===== src/rtl/adder_tree_accumulator_pkg.sv =====
// Shared definitions for the adder-tree frame accumulator: FSM states and the
// accumulator width rule so downstream blocks size their inputs identically.
package adder_tree_accumulator_pkg;

    typedef enum logic {
        IDLE  = 1'b0,
        ACCUM = 1'b1
    } acc_state_t;

    localparam int DEF_DATA_WIDTH  = 20;
    localparam int DEF_COUNT_WIDTH = 16;

    // A frame of at most 2^count_width-1 samples can never overflow this width.
    function automatic int acc_width(input int data_width, input int count_width);
        return data_width + count_width;
    endfunction

endpackage


===== src/rtl/adder_tree_accumulator.sv =====
// Frame accumulator behind the adder tree: sums frame_len valid samples into one
// wide signed total and strobes it out once per frame (decimation by frame_len).
module adder_tree_accumulator
    import adder_tree_accumulator_pkg::*;
#(
    parameter int DATA_WIDTH  = DEF_DATA_WIDTH,
    parameter int COUNT_WIDTH = DEF_COUNT_WIDTH,
    parameter int ACC_WIDTH   = acc_width(DATA_WIDTH, COUNT_WIDTH)
) (
    input  logic                         clk,
    input  logic                         rst_n,
    input  logic                         enable,
    input  logic                         sync,
    input  logic [COUNT_WIDTH-1:0]       frame_len,
    input  logic                         valid_in,
    input  logic signed [DATA_WIDTH-1:0] data_in,
    output logic                         valid_out,
    output logic signed [ACC_WIDTH-1:0]  data_out,
    output logic                         frame_err
);

    acc_state_t                  state, state_nxt;
    logic signed [ACC_WIDTH-1:0] acc, acc_nxt;
    logic signed [ACC_WIDTH-1:0] data_out_nxt;
    logic signed [ACC_WIDTH-1:0] data_ext;
    logic [COUNT_WIDTH-1:0]      remaining, remaining_nxt;
    logic                        valid_nxt;
    logic                        err_nxt;
    logic                        len_zero;
    logic                        len_one;

    function automatic logic signed [ACC_WIDTH-1:0] sign_extend(
        input logic signed [DATA_WIDTH-1:0] d
    );
        return {{(ACC_WIDTH-DATA_WIDTH){d[DATA_WIDTH-1]}}, d};
    endfunction

    assign data_ext = sign_extend(data_in);
    assign len_zero = (frame_len == '0);
    assign len_one  = (frame_len == COUNT_WIDTH'(1));

    always_comb begin
        state_nxt     = state;
        acc_nxt       = acc;
        remaining_nxt = remaining;
        data_out_nxt  = data_out;
        valid_nxt     = 1'b0;
        err_nxt       = frame_err;

        if (!enable) begin
            // Partial frame is dropped silently; data_out keeps the last total.
            state_nxt     = IDLE;
            acc_nxt       = '0;
            remaining_nxt = '0;
            err_nxt       = 1'b0;
        end else begin
            unique case (state)
                IDLE: begin
                    acc_nxt       = '0;
                    remaining_nxt = '0;
                    if (len_zero) begin
                        err_nxt = 1'b1;
                    end else begin
                        remaining_nxt = frame_len;
                        state_nxt     = ACCUM;
                    end
                end

                ACCUM: begin
                    if (sync) begin
                        // Restart wins over completing the old frame.
                        if (len_zero) begin
                            err_nxt       = 1'b1;
                            state_nxt     = IDLE;
                            acc_nxt       = '0;
                            remaining_nxt = '0;
                        end else if (valid_in && len_one) begin
                            data_out_nxt  = data_ext;
                            valid_nxt     = 1'b1;
                            acc_nxt       = '0;
                            remaining_nxt = frame_len;
                        end else if (valid_in) begin
                            acc_nxt       = data_ext;
                            remaining_nxt = frame_len - COUNT_WIDTH'(1);
                        end else begin
                            acc_nxt       = '0;
                            remaining_nxt = frame_len;
                        end
                    end else if (valid_in) begin
                        if (remaining > COUNT_WIDTH'(1)) begin
                            acc_nxt       = acc + data_ext;
                            remaining_nxt = remaining - COUNT_WIDTH'(1);
                        end else begin
                            data_out_nxt = acc + data_ext;
                            valid_nxt    = 1'b1;
                            acc_nxt      = '0;
                            if (len_zero) begin
                                err_nxt       = 1'b1;
                                state_nxt     = IDLE;
                                remaining_nxt = '0;
                            end else begin
                                remaining_nxt = frame_len;
                            end
                        end
                    end
                end

                default: begin
                    state_nxt     = IDLE;
                    acc_nxt       = '0;
                    remaining_nxt = '0;
                end
            endcase
        end
    end

    always_ff @(posedge clk or negedge rst_n) begin
        if (!rst_n) begin
            state     <= IDLE;
            acc       <= '0;
            remaining <= '0;
            valid_out <= 1'b0;
            data_out  <= '0;
            frame_err <= 1'b0;
        end else begin
            state     <= state_nxt;
            acc       <= acc_nxt;
            remaining <= remaining_nxt;
            valid_out <= valid_nxt;
            data_out  <= data_out_nxt;
            frame_err <= err_nxt;
        end
    end

endmodule


===== config.mk =====
export PLATFORM = sky130hd
export DESIGN_NAME = adder_tree_accumulator
export DESIGN_NICKNAME = d
export VERILOG_FILES = /design/src/rtl/adder_tree_accumulator_pkg.sv /design/src/rtl/adder_tree_accumulator.sv
export SDC_FILE = /design/constraint.sdc
export NUM_CORES = 1
export LEC_CHECK = 0
export ABC_AREA = 0
export CORE_ASPECT_RATIO = 0.6
export CORE_UTILIZATION = 45
export CTS_CLUSTER_DIAMETER = 100
export DETAILED_ROUTE_END_ITERATION = 6
export PLACE_DENSITY = 0.66
export SLEW_MARGIN = 20
export SYNTH_ARGS = -nofsm -noshare
export SYNTH_HDL_FRONTEND = slang
export SYNTH_SLANG_ARGS = --single-unit

===== constraint.sdc =====
create_clock -name clk -period 3.46 [get_ports clk]
set_input_delay 1.038 -clock clk [delete_from_list [all_inputs] [get_ports clk]]
set_output_delay 1.038 -clock clk [all_outputs]
set_load 0.01 [all_outputs]

==> impl_summary.md <==
Drt
The number of vias after detailed routing is 7626. The DRC violation count after routing is 0. The number of nets with antenna violations after routing is 0.

The total routed wirelength is between 20000 and 25000 um. The wire length per cell is approximately 20 um. The via density per instance is 6.05. For this run, the detailed router's first-pass iteration total came to 6. The number of violations reported at the end of detailed-routing iteration 0 is 696.

Yosys
For this run, the register share of the synthesized area comes to 0.334. The total number of yosys warnings is 0. Among all cell types in the netlist, the one instantiated most often is nor2_1.

The synthesized netlist contains 78 unique library cells. The post-synthesis average cell area is 8.21 um2. The number of storage elements in the synthesis netlist is 91. Counting every instance in the synthesized netlist gives 829.

The synthesized net count is 910. By area the synthesized netlist is led by dfrtp_1, ha_1, a21oi_1. Of the post-synthesis cell area, the dominant cell type holds 0.334. After synthesis the cells add up to 6810 um2. After synthesis, the most frequently instantiated cells are nor2_1, dfrtp_1, a21oi_1, nand2_1, o21ai_0.

Of all flip-flops after synthesis, the portion carrying an async set or reset was 1.00. Yosys mapped a number of flops with a built-in enable equal to 0. The most used flip-flop cell after synthesis is dfrtp_1. The cell accounting for the most synthesized area is dfrtp_1.

Worst setup path
Across all register-to-register paths, the minimum setup slack is 0.27 ns. The worst register-to-register path begins at remaining[8]. The most critical setup path has its startpoint at frame_len[0]. The cell depth of the worst flop-to-flop path is 8.

STA puts the critical path data required time at 3.69 ns. The reg-to-reg endpoint is data_out[19]. The critical-path maximum fanout is 3. For the worst setup path, the data arrival time is 3.63 ns. In this run the worst setup path terminates at remaining[14].

The type of element capturing the critical path is a register. The critical path launch point type is an input port. The worst setup path is of the input port to register kind.

GRT
The initial antenna violation count is 0. The number of global-route vias before repair was 7287. The maximum number of pins on one net before global-route repair is 41.

The global route total overflow is 0. The aggregate global-route resource usage is 0.318. The first global-routing pass estimated 39100 um of wire.

Placement
Routability-driven placement finished with a final weighted congestion of 0.938. The count of placed standard cells including taps is 1227. The setup slack at placement is -0.876 ns. The half-perimeter wire length after placement is 18200 um. The placed instances occupy a cell area of 8920 um2. The count of buffers added on input and output ports is 78.

Timing
Setup violations remaining at the end of the flow were counted as 0. Setup slack on the critical path of the routed design comes to 0.0698 ns. The number of max-slew violations in the final report came to 0. The slew at the pin closest to its max-slew limit is 0.936 ns. The number of hold violations in the final report is 0.

The clock period minus worst slack is 3.39 ns. The highest attainable clock frequency is 0.295 GHz. The setup skew after layout is 0.00947 ns.

In this run the tightest slew margin relative to its limit is 0.373. Dividing the final minimum period by the clock period gives 0.980.

Pwr
Dividing total power by cell area gives a power density of 349 nW/um2. Internal power comes to 2310 uW. The power share of the combinational group is 0.332. The switching power as a share of total power is 0.322. For this design the static power due to leakage is 0.00456 uW. The clock share of power is 0.312. The net switching power figure is 1100 uW.

The largest voltage drop on the vdd net is 209 uV. Summing internal, switching and leakage power gives 3410 uW. The portion of total power attributed to sequential cells is 0.357.

Clock tree
The clock drives 91 sinks. The root cell of the clock tree is clkbuf_16. The post-cts hold buffer count is 0. CTS built an H-tree with a depth of 3. Clock-pin slew was measured on the worst setup and hold paths at 0.07 ns.

Counting along the longest clock path gives a buffer depth of 2. The clock latency on the worst-skew pair is 0.35 ns. The CTS tree is done. The number of buffers inserted during clock tree synthesis is 9.

Floorplanning
From left edge to right edge, the die measures between 150 and 200 um. The top-level I/O count is 79. The floorplan step defined a core boundary enclosing 14600 um2. The chip height is 97.3 um.

The area of the die is 15600 um2. For this configuration, the core starts out at a cell density of 0.465. After floorplanning, the core was divided into 34 placement rows.

Final layout
The net count of the finished layout is 1139. With fillers left out, the area of the finished cells amounts to around 9800 um2. The number of inserted diodes is 0. The finished layout holds approximately 1300 standard cells, fillers aside. In the final layout, the share of cells above drive strength 1 is 0.278. The area growth from synthesis to layout is 43.6%.

Counting the fill cells in the layout gives 1208.

Run
The max capacitance violation total is 0.

Worst hold path
The path class of the tightest hold or removal check is register to register.

Outcome
The run finished with clean final reports.
-- registers in the layout, indices dropped and copies added, names as in the netlist --
| name | cells |
|---|---|
| acc | 36 |
| data_out | 36 |
| frame_err | 1 |
| remaining | 16 |
| state | 1 |
| valid_out | 1 |
-- metal layers --
layer,global-route usage,part of all wire
met1,0.484,0.48
met2,0.430,0.39
met3,0.0926,0.11
met4,0.0798,0.011
met5,0,0
-- worst min path at each step --
stage	startpoint	end	slack, ns	cells after the start
2_1_floorplan	acc[33]	acc[33]	0.45	1
3_3_place_gp	acc[33]	acc[33]	0.47	1
3_5_place_dp	acc[33]	acc[33]	0.47	1
4_1_cts	acc[33]	acc[33]	0.49	1
5_1_grt	acc[32]	acc[32]	0.52	2
6_report	acc[33]	acc[33]	0.49	1
-- layout by cell type, fill, tap and decap left out, drive strengths merged, types with 9 or more instances in the layout --
master / instances
dlygate4sd2: 11
o21ai: 56
nor2: 100
a211oi: 16
nor4: 9
a32oi: 13
nor2b: 9
a31oi: 27
a21o: 23
clkdlybuf4s50: 44
buf: 200
nand3: 33
xnor2: 22
clkbuf: 17
inv: 12
nor3: 18
nand2: 85
dlymetal6s2s: 9
dfrtp: 91
xor2: 22
a21oi: 88
ha: 39
-- what timing repair did --
action | in CTS | in global routing
gates resized for setup | 85 | 48
pin swaps | 40 | 33
setup buffers | 14 | 4
setup endpoints to repair | 59 | 23
-- through the flow --
stage,util,setup TNS (ns),hold slack [ns]
after floorplan,-,0,0.453
after global placement,0.610,-35.15,0.468
after detailed placement,0.610,-41.23,0.473
after CTS,0.658,0,0.488
after global routing,0.668,-0.0341,0.519
final,0.668,0,0.486
-- worst max-delay path, cell delays in order --
cell and delay (ns):
clkdlybuf4s50_1 0.45, inv_1 0.10, ha_1 0.20, nand3_2 0.11
or4b_4 0.57, nor2_4 0.13, nand2_1 0.08, or3_4 0.39
a2111o_1 0.36, a22o_1 0.19
-- logic make-up after synthesis --
logic type | synth area share
AO/OA/AOI/OAI | 0.264
XOR/XNOR | 0.0566
adder cells (fa/ha/maj) | 0.0746
buffers and inverters | 0.0459
flip-flops | 0.334
multiplexers | 0.0153
AND/OR/NAND/NOR | 0.210
-- power by group through the flow --
stage | clock [uW] | combinational, uW | sequential, uW
3_5_place_dp | 0 | 1030 | 1230
6_report | 1060 | 1130 | 1220
2_1_floorplan | 0 | 512 | 1240
4_1_cts | 1080 | 1080 | 1210
3_3_place_gp | 0 | 1010 | 1220
5_1_grt | 1120 | 1220 | 1230
-- area by class of cell --
type	count	area, um2	share of cell area
clock buffer	11	233	0.0238
clock inverter	4	76.3	0.00781
inverter	12	45.0	0.00461
multi-input combinational	673	4680	0.479
sequential	91	2280	0.233
tap	198	248	0.0253
timing repair buffer	271	2220	0.227
(Power assumes the default switching activity.)
